--- src/rtl/spi_tx_fifo.sv ---
// SPI transmit buffer: a circular FIFO with a one-byte prefetch holding register
// that the serial shifter loads from, plus full/empty/level and sticky error flags.
module spi_tx_fifo #(
    parameter int DEPTH = 8,
    parameter int WIDTH = 8,
    localparam int PTR_W = $clog2(DEPTH),
    localparam int CNT_W = $clog2(DEPTH + 1)
) (
    input  logic             S_CLK,
    input  logic             CLR,
    input  logic             SENDER_WRITE,
    input  logic [WIDTH-1:0] DATA_IN,
    input  logic             SHIFT_LOAD,
    output logic [WIDTH-1:0] DATA_OUT,
    output logic             SENDER_BUFFER_FULL_STATE,
    output logic             SENDER_FULL_STATE,
    output logic             SENDER_EMPTY_STATE,
    output logic [CNT_W-1:0] FIFO_LEVEL,
    output logic             OVERFLOW,
    output logic             UNDERFLOW
);

    logic [WIDTH-1:0] mem_q [DEPTH];

    logic [PTR_W-1:0] wr_ptr_q, wr_ptr_d;
    logic [PTR_W-1:0] rd_ptr_q, rd_ptr_d;
    logic [CNT_W-1:0] cnt_q, cnt_d;
    logic [WIDTH-1:0] hold_q, hold_d;
    logic             hold_vld_q, hold_vld_d;
    logic             ovf_q, ovf_d;
    logic             unf_q, unf_d;

    logic full;
    logic accept;
    logic consume;
    logic prefetch;

    // Full is judged on the registered count, so a same-cycle prefetch never frees a slot for a write.
    assign full     = (cnt_q == CNT_W'(DEPTH));
    assign accept   = SENDER_WRITE & ~full;
    assign consume  = SHIFT_LOAD & hold_vld_q;
    assign prefetch = (~hold_vld_q | consume) & (cnt_q != '0);

    always_comb begin
        wr_ptr_d   = wr_ptr_q;
        rd_ptr_d   = rd_ptr_q;
        cnt_d      = cnt_q + CNT_W'(accept) - CNT_W'(prefetch);
        hold_d     = hold_q;
        hold_vld_d = hold_vld_q;
        ovf_d      = ovf_q | (SENDER_WRITE & full);
        unf_d      = unf_q | (SHIFT_LOAD & ~hold_vld_q);

        if (accept) begin
            wr_ptr_d = wr_ptr_q + PTR_W'(1);
        end
        // Holding data is left in place on a plain consume; only the valid bit drops.
        if (prefetch) begin
            hold_d     = mem_q[rd_ptr_q];
            hold_vld_d = 1'b1;
            rd_ptr_d   = rd_ptr_q + PTR_W'(1);
        end else if (consume) begin
            hold_vld_d = 1'b0;
        end
    end

    always_ff @(posedge S_CLK) begin
        if (CLR) begin
            wr_ptr_q   <= '0;
            rd_ptr_q   <= '0;
            cnt_q      <= '0;
            hold_q     <= '0;
            hold_vld_q <= 1'b0;
            ovf_q      <= 1'b0;
            unf_q      <= 1'b0;
        end else begin
            wr_ptr_q   <= wr_ptr_d;
            rd_ptr_q   <= rd_ptr_d;
            cnt_q      <= cnt_d;
            hold_q     <= hold_d;
            hold_vld_q <= hold_vld_d;
            ovf_q      <= ovf_d;
            unf_q      <= unf_d;
        end
    end

    // Storage array carries no reset; stale entries are unreachable once the pointers clear.
    always_ff @(posedge S_CLK) begin
        if (accept) begin
            mem_q[wr_ptr_q] <= DATA_IN;
        end
    end

    assign DATA_OUT                 = hold_q;
    assign SENDER_BUFFER_FULL_STATE = hold_vld_q;
    assign SENDER_FULL_STATE        = full;
    assign SENDER_EMPTY_STATE       = (cnt_q == '0) & ~hold_vld_q;
    assign FIFO_LEVEL               = cnt_q;
    assign OVERFLOW                 = ovf_q;
    assign UNDERFLOW                = unf_q;

endmodule

--- config.mk ---
export PLATFORM = sky130hd
export DESIGN_NAME = spi_tx_fifo
export DESIGN_NICKNAME = d
export VERILOG_FILES = /design/src/rtl/spi_tx_fifo.sv
export SDC_FILE = /design/constraint.sdc
export NUM_CORES = 1
export LEC_CHECK = 0
export ABC_AREA = 1
export CAP_MARGIN = 30
export CORE_MARGIN = 2
export CORE_UTILIZATION = 57
export DETAILED_ROUTE_END_ITERATION = 7
export PLACE_DENSITY = 0.82
export SYNTH_ARGS = -nofsm -noshare
export SYNTH_HDL_FRONTEND = slang
export SYNTH_SLANG_ARGS = --single-unit
--- constraint.sdc ---
create_clock -name S_CLK -period 2.6 [get_ports S_CLK]
set_input_delay 0.52 -clock S_CLK [delete_from_list [all_inputs] [get_ports S_CLK]]
set_output_delay 0.52 -clock S_CLK [all_outputs]
set_load 0.01 [all_outputs]
* After elaboration in Yosys (flattened, before gate mapping)
Memories as Yosys holds them, arrays and structs flattened. A register that Yosys moved wholly into a read port is not among the register bits.
Index checks and enable logic that the tools add are counted.
** Storage, ports and cells
- Memories kept :: 1
- Word-level logic and storage cells :: 30
- RAM bits :: 64
- Register bits after elaboration :: 13
- ROM bits :: 0
- Bits in latches :: 0
- Bits of input ports :: 12
** Memories
- mem_q :: depth 8, width 8, rd ports 1, clocked after Yosys merged registers in 1, wr ports 1, RTL line 23 : logic [WIDTH-1:0] mem_q [DEPTH];
** Cells by class
- Bitwise gates (word level) :: 11
- Add/subtract/negate cells :: 4
- Divide/modulo/power cells :: 0
- Reduce and logical (&&, ||, !) cells :: 3
- Mux-type cells :: 4
- Shift-type cells :: 0
- Order comparisons :: 0
- Eq/ne operators :: 1
- Multipliers :: 0
** Operators by type and width (count)
- adder 3 x 1 -> 3 bit (second input constant) :: 2
- AND 1 bit :: 6
- adder 4 x 1 -> 4 bit :: 1
- equality test 4 bit (second input constant) :: 1
- zero test 4 bit :: 1
- two-way mux 1 bit :: 4
- nonzero test 4 bit :: 1
- subtractor 4 x 1 -> 4 bit :: 1
- OR 1 bit :: 3
- NOT 1 bit :: 2
- nonzero test 2 bit :: 1

* Longest topological paths before layout
Gate-level depths: netlist (run 1).
- Depth after elaboration :: 5
- Depth in mapped cells :: 14

* Least setup slack after synthesis (run 1)
No wires, ideal clock.
- Path type :: flip-flop to flip-flop
- Start point :: register cnt_q[2] (netlist: FIFO_LEVEL[2])
- End point :: register cnt_q[2] (netlist: FIFO_LEVEL[2])
- Setup slack :: 509 ps
- Library setup time :: 128 ps
- Required time :: 2472 ps
- Arrival time :: 1964 ps
- Stages on the path, launching flop included :: 13
- Cells stage by stage :: dfxtp_1 > inv_1 > ha_1 > nand3_1 > nand2_1 > inv_2 > ha_1 > inv_1 > ha_1 > inv_1 > fa_1 > xor2_1 > nor2_1
** On the way
- Word-level cells in the longest chain between the ends :: 5
- Elaborated cells between the ends (all ways) :: 7
** Ends and longest elaborated chain
- start, declared :: RTL line 27 : logic [CNT_W-1:0] cnt_q, cnt_d;
- start signal, assigned :: RTL line 78 : cnt_q <= cnt_d;
- equality test 4 bit :: RTL line 39 : assign full = (cnt_q == CNT_W'(DEPTH));
- NOT 1 bit :: RTL line 40 : assign accept = SENDER_WRITE & ~full;
- AND 1 bit :: RTL line 40
- adder 4 x 1 -> 4 bit :: RTL line 47 : cnt_d = cnt_q + CNT_W'(accept) - CNT_W'(prefetch);
- subtractor 4 x 1 -> 4 bit * :: RTL line 47
Mark *: on every way between the ends. The rest lies on a longest branch, timed or not.
A chain may end at the register's enable or synchronous reset.

* Worst setup path in the final report (run 1)
- Start point :: register cnt_q[2] (netlist: FIFO_LEVEL[2])
- End point :: output port SENDER_EMPTY_STATE
** On the way
- Word-level cells in the longest chain between the ends :: 2
** Ends and longest elaborated chain
- zero test 4 bit :: RTL line 96 : assign SENDER_EMPTY_STATE = (cnt_q == '0) & ~hold_vld_q;
- AND 1 bit :: RTL line 96
- end, declared :: RTL line 17 : output logic SENDER_EMPTY_STATE,
Every way passes these cells.

==> results.yml, run 1 <==
yosys:
  ys_seq_area_frac: 0.6365
  synth.distinct_cells: 20
  muxShareOfSynthArea: 0
  yosysTopAreaCellShare: 0.5223
  syn_avg_cell_area_um2: 9.787
  syn_nets: 397
  yosys-top-cells-area: "edfxtp_1, dfxtp_1, nand2_1"
  synth-xor-area-share: 0.002380
  synth_top_family_by_area: "simple AND/OR/NAND/NOR gates"
  synth_top_area_cell: "edfxtp_1"
  yosysWarnings: 0
  netlist_area_mm2: 0.003680
  synth_compound_area_frac: 0.02652
  syn_inst: 376
  synth_simple_gate_area_share: 0.1993
  ys_ff_latch: 85
  synth-adder-area-share: 0.03264
cts:
  holdBufCountCts: 0
  h-tree-depth: 3
  ctsResizeCount: 0
  cts_buffers: 9
  post_cts_buffers: 0
  clkSinkCount: 85
  cts_tree: "yes"
  clk_pin_slew_worst_paths_ns: 0.09
  insertion_delay_ns: 0.35
  cts_buffer_depth: 2
  root_buffer: "clkbuf_8"
finish:
  design_area_mm2: 0.004294
  diodes: 0
  drive_above_1_share: 0.07838
  final_util: 0.6801
  nFillCells: 466
  num-nets-final: 437
  area_growth_pct: 16.70
critical_path:
  cp_top_family: "buffers and inverters"
  reg2reg_from: "FIFO_LEVEL[2]"
  arrival_ns: 1.67
  worst_path_max_delay_cell: "clkdlybuf4s50_1"
  cp_cell_sequence: "inv_1, ha_1, nand3_1, nor2_1, clkdlybuf4s50_1"
  slowest_delay_ns: 0.54
  worstSetupPathType: "flip-flop to output pin"
  crit_start: "FIFO_LEVEL[2]"
  ff2ff_path_depth: 11
  start_kind: "flip-flop"
  path_max_fanout: 3
  crit_required_ns: 2.08
  endpoint_kind: "output pin"
  cp_num_cells: 5
  cp_num_buf_inv: 2
run_status:
  status: "finished clean"
sta:
  fmax_mhz: 457.6
  finalSetupViolations: 0
  relSlewSlack: 0.6715
  fin_skew_ns: 0.01521
  finalSetupTns_ns: 0
  finalCriticalPeriod_ns: 2.185
  tightest_slew_ns: 0.4921
  finalCritPeriodShare: 0.8406
  rsz0062_at_grt: "false"
  finalHoldViolations: 0
  slew_viol_final: 0
  whs_ns: 0.4652
floorplan:
  die_h_um: 84.35
  rows: 29
  initial_core_util: 0.5828
  core_area_mm2: 0.006314
  dieArea_mm2: 0.007114
  pin_count: 29
  die_w_um: 84.35
power:
  p_per_area_mw_per_mm2: 1011
  p_leak_nw: 1.858
  ir_worst_vdd_mv: 0.8588
routing:
  wl_per_cell_um: 14.81
  ant_nets: 0
  wirelength_mm: 7.374
  vias: 2524
  via_per_inst: 5.068
  first_pass_iters: 4
  drc_errors: 0
  drt_iter0_drc: 227
job:
  maxCapViolCount: 0
grt:
  grt_util_all_layers: 0.2209
  grt_max_degree: 35
  overflow: 0
  grt_pass1_vias: 2472
  grt_pass1_wl_mm: 11.88
  antenna_found_initial: 0
placed_design:
  postPlaceCellArea_mm2: 0.004055
  hpwl_mm: 4.603
  port_buffers: 28
  gp_congestion: 0.7778
min_path:
  hold_path_class: "flip-flop to flip-flop"
  hp-start: "DATA_OUT[0]"
  whs_path_depth: 2
==> cell usage after synthesis <==
cell	n
clkbuf_1	1
edfxtp_1	64
nand3_1	51
buf_4	2
clkinv_1	1
a21oi_1	14
ha_1	8
inv_6	1
xor2_1	1
a211oi_1	1
nor3_1	1
buf_6	6
dfxtp_1	21
nand2_1	106
fa_1	1
o21ai_0	4
inv_1	66
nor2_1	20
inv_2	3
buf_2	4
==> cell usage in the layout, fill, tap and decap left out, drive strengths merged <==
cell type,synthesis,final
a21oi,14,14
xor2,1,1
clkbuf,1,10
edfxtp,64,64
clkinvlp,0,1
nand2,106,106
fa,1,1
clkdlybuf4s50,0,28
o21ai,4,4
dfxtp,21,21
nand3,51,51
a211oi,1,1
inv,70,70
clkinv,1,3
nor3,1,1
ha,8,8
nor2,20,20
bufinv,0,3
buf,12,14
==> sequential cells by signal (all words and copies together), names as in the netlist <==
signal                    cells
FIFO_LEVEL                    4
DATA_OUT                      8
UNDERFLOW                     1
mem_q                        64
OVERFLOW                      1
rd_ptr_q                      3
SENDER_BUFFER_FULL_STATE      1
wr_ptr_q                      3
==> power breakdown <==
| part | internal (W) | switching, W |
|---|---|---|
| combinational | 0.000599 | 0.000895 |
| sequential | 0.00164 | 0.000112 |
| clock | 0.000638 | 0.000457 |
==> tightest hold or removal path: cells and delay by family (launching register included) <==
kind | cells | cell delay, ns
AOI/OAI and AO/OA | 1 | 0.05
DFF | 1 | 0.31
and+or+nand+nor | 1 | 0.06
==> final timing paths <==
| check | slack (ns) | to |
|---|---|---|
| hold / removal | 0.47 | DATA_OUT[0] |
| hold reg to reg | 0.47 | DATA_OUT[0] |
| setup / recovery | 0.41 | SENDER_EMPTY_STATE |
| setup reg to reg | 0.47 | FIFO_LEVEL[2] |
==> routing by layer <==
layer / wire length [um] / global-route usage
met4: 108 / 0.08225
met1: 2949 / 0.2926
met2: 3758 / 0.3658
met5: 0 / 0
met3: 558 / 0.04326
==> cell families (layout without fill, tap and decap cells) <==
| logic type | Yosys count | in the layout |
|---|---|---|
| AND/OR/NAND/NOR | 178 | 178 |
| AO/OA/AOI/OAI | 19 | 19 |
| adder cells (fa/ha/maj) | 9 | 9 |
| XOR/XNOR | 1 | 1 |
| buffers and inverters | 84 | 129 |
| flip-flops | 85 | 85 |
==> per-stage QoR <==
step / total power [W] / instances / setup WS, ns
2_1_floorplan: 0.002787 / 376 / 0.5087
5_1_grt: 0.004603 / 498 / 0.2970
6_report: 0.004343 / 498 / 0.4145
4_1_cts: 0.004355 / 498 / 0.4043
3_3_place_gp: 0.003196 / 482 / 0.2428
3_5_place_dp: 0.003258 / 482 / 0.1983
==> final cells by class <==
type	instances	area [um2]	share of cell area
Tap cell	77	96.34	0.02244
Clock buffer	10	127.6	0.02972
Inverter	71	271.5	0.06323
Timing Repair Buffer	42	385.4	0.08974
Sequential cell	85	2342	0.5455
Clock inverter	6	111.4	0.02593
Multi-Input combinational cell	207	959.7	0.2235
Note: power is estimated with default switching activity, not from simulation.
==> run 2, diff against run 1 <==
==> constraint.sdc (replaced) <==
create_clock -name S_CLK -period 2.2 [get_ports S_CLK]
set_input_delay 0.44 -clock S_CLK [delete_from_list [all_inputs] [get_ports S_CLK]]
set_output_delay 0.44 -clock S_CLK [all_outputs]
set_load 0.01 [all_outputs]
==> run 2 against run 1 <==
Against the previous run:
- clock skew is 0.010 ns lower
- global-route usage is 1.5 points higher
- die area stayed put
- register-to-register slack worse by 0.26 ns
- critical endpoint is now SENDER_FULL_STATE
- sequential power is 21% higher
- combinational power is 21% higher
- final cell count is 1.4% higher
==> results.yml, run 2 (synthesis results as in run 1) <==
cts:
  root_buffer: "clkbuf_8"
  cts_buffers: 9
  holdBufCountCts: 0
  clk_pin_slew_worst_paths_ns: 0.08
  cts_tree: "yes"
  cts_buffer_depth: 2
  insertion_delay_ns: 0.34
  h-tree-depth: 3
  clkSinkCount: 85
finish:
  diodes: 0
  regMostFlops: "mem_q"
  num-nets-final: 444
  drive_above_1_share: 0.09813
  final_common_cell: "nand2_1"
  layout_common_cells: "nand2_1, inv_1, edfxtp_1"
  design_area_mm2: 0.004347
  largest_register_ffs: 64
  area_growth_pct: 18.12
  nFillCells: 465
routing:
  drc_errors: 0
  wirelength_mm: 7.623
  first_pass_iters: 4
  wl_per_cell_um: 15.10
  vias: 2652
  drt_iter0_drc: 228
  ant_nets: 0
  via_per_inst: 5.251
floorplan:
  rows: 29
  die_h_um: 84.35
  die_w_um: 84.35
  initial_core_util: 0.5828
  dieArea_mm2: 0.007114
  pin_count: 29
  core_area_mm2: 0.006314
power:
  p_per_area_mw_per_mm2: 1181
  p_leak_nw: 1.897
  power_w: 0.005135
  ir_worst_vdd_mv: 0.9754
sta:
  slew_viol_final: 0
  fmax_mhz: 486.1
  whs_ns: 0.4700
  finalSetupTns_ns: 0
  rsz0062_at_grt: "false"
  fin_skew_ns: 0.005067
  finalSetupViolations: 0
  finalCritPeriodShare: 0.9351
  finalCriticalPeriod_ns: 2.057
  tightest_slew_ns: 0.7167
  relSlewSlack: 0.5216
  finalHoldViolations: 0
critical_path:
  start_kind: "flip-flop"
  crit_required_ns: 1.76
  endpoint_kind: "output pin"
  arrival_ns: 1.62
  worstSetupPathType: "flip-flop to output pin"
  path_max_fanout: 3
placed_design:
  port_buffers: 28
  postPlaceCellArea_mm2: 0.004120
  hpwl_mm: 4.981
  gp_congestion: 0.8549
grt:
  grt_max_degree: 35
  overflow: 0
  grt_pass1_vias: 2652
  grt_pass1_wl_mm: 12.70
  antenna_found_initial: 0
  grt_util_all_layers: 0.2358
min_path:
  hold_path_class: "flip-flop to flip-flop"
job:
  maxCapViolCount: 0
run_status:
  status: "finished clean"
run 2: report_power, final:
| part | total [W] | switching (W) | internal, W |
|---|---|---|---|
| registers | 0.00211 | 0.000169 | 0.00194 |
| logic | 0.00181 | 0.00105 | 0.000760 |
| clock network | 0.00122 | 0.000519 | 0.000698 |
run 2: routing by layer:
metal  global-route usage  share of wire
met5                    0              0
met2               0.4012           0.50
met4               0.1198          0.028
met1               0.2827           0.41
met3              0.05310          0.065
run 2: path summary, 6_finish.rpt:
path	startpoint	endpoint	slack, ns	cells past startpoint
worst min-delay path	UNDERFLOW	UNDERFLOW	0.47	2
worst max-delay path	FIFO_LEVEL[2]	SENDER_FULL_STATE	0.14	5
worst max register to register	FIFO_LEVEL[2]	FIFO_LEVEL[2]	0.21	12
worst min register to register	UNDERFLOW	UNDERFLOW	0.47	2
run 2: what timing repair did:
action	in CTS	in global routing
setup endpoints to repair	0	3
gates resized for setup	0	2
setup buffers	0	0
run 2: critical path, cell delays in order, from the launching register on:
cell,delay [ns]
dfxtp_2,0.33
inv_2,0.06
ha_1,0.15
nand3_1,0.11
inv_1,0.09
clkdlybuf4s50_1,0.53
run 2: layout make-up:
| cell class | instances | area [um2] | share of cell area |
|---|---|---|---|
| sequential | 85 | 2344 | 0.5391 |
| clock buffer | 12 | 155.1 | 0.03569 |
| timing repair buffer | 49 | 450.4 | 0.1036 |
| multi-input combinational | 207 | 959.7 | 0.2208 |
| tap | 77 | 96.34 | 0.02216 |
| clock inverter | 4 | 70.07 | 0.01612 |
| inverter | 71 | 271.5 | 0.06246 |
run 2: per-stage QoR:
| step | setup slack [ns] | instances | util |
|---|---|---|---|
| final | 0.1427 | 505 | 0.6885 |
| after detailed placement | -0.1232 | 489 | 0.6526 |
| after global routing | 0.003190 | 505 | 0.6885 |
| after CTS | 0.06961 | 505 | 0.6883 |
| after global placement | -0.08281 | 489 | 0.6526 |
| after floorplan | 0.1087 | 376 | - |
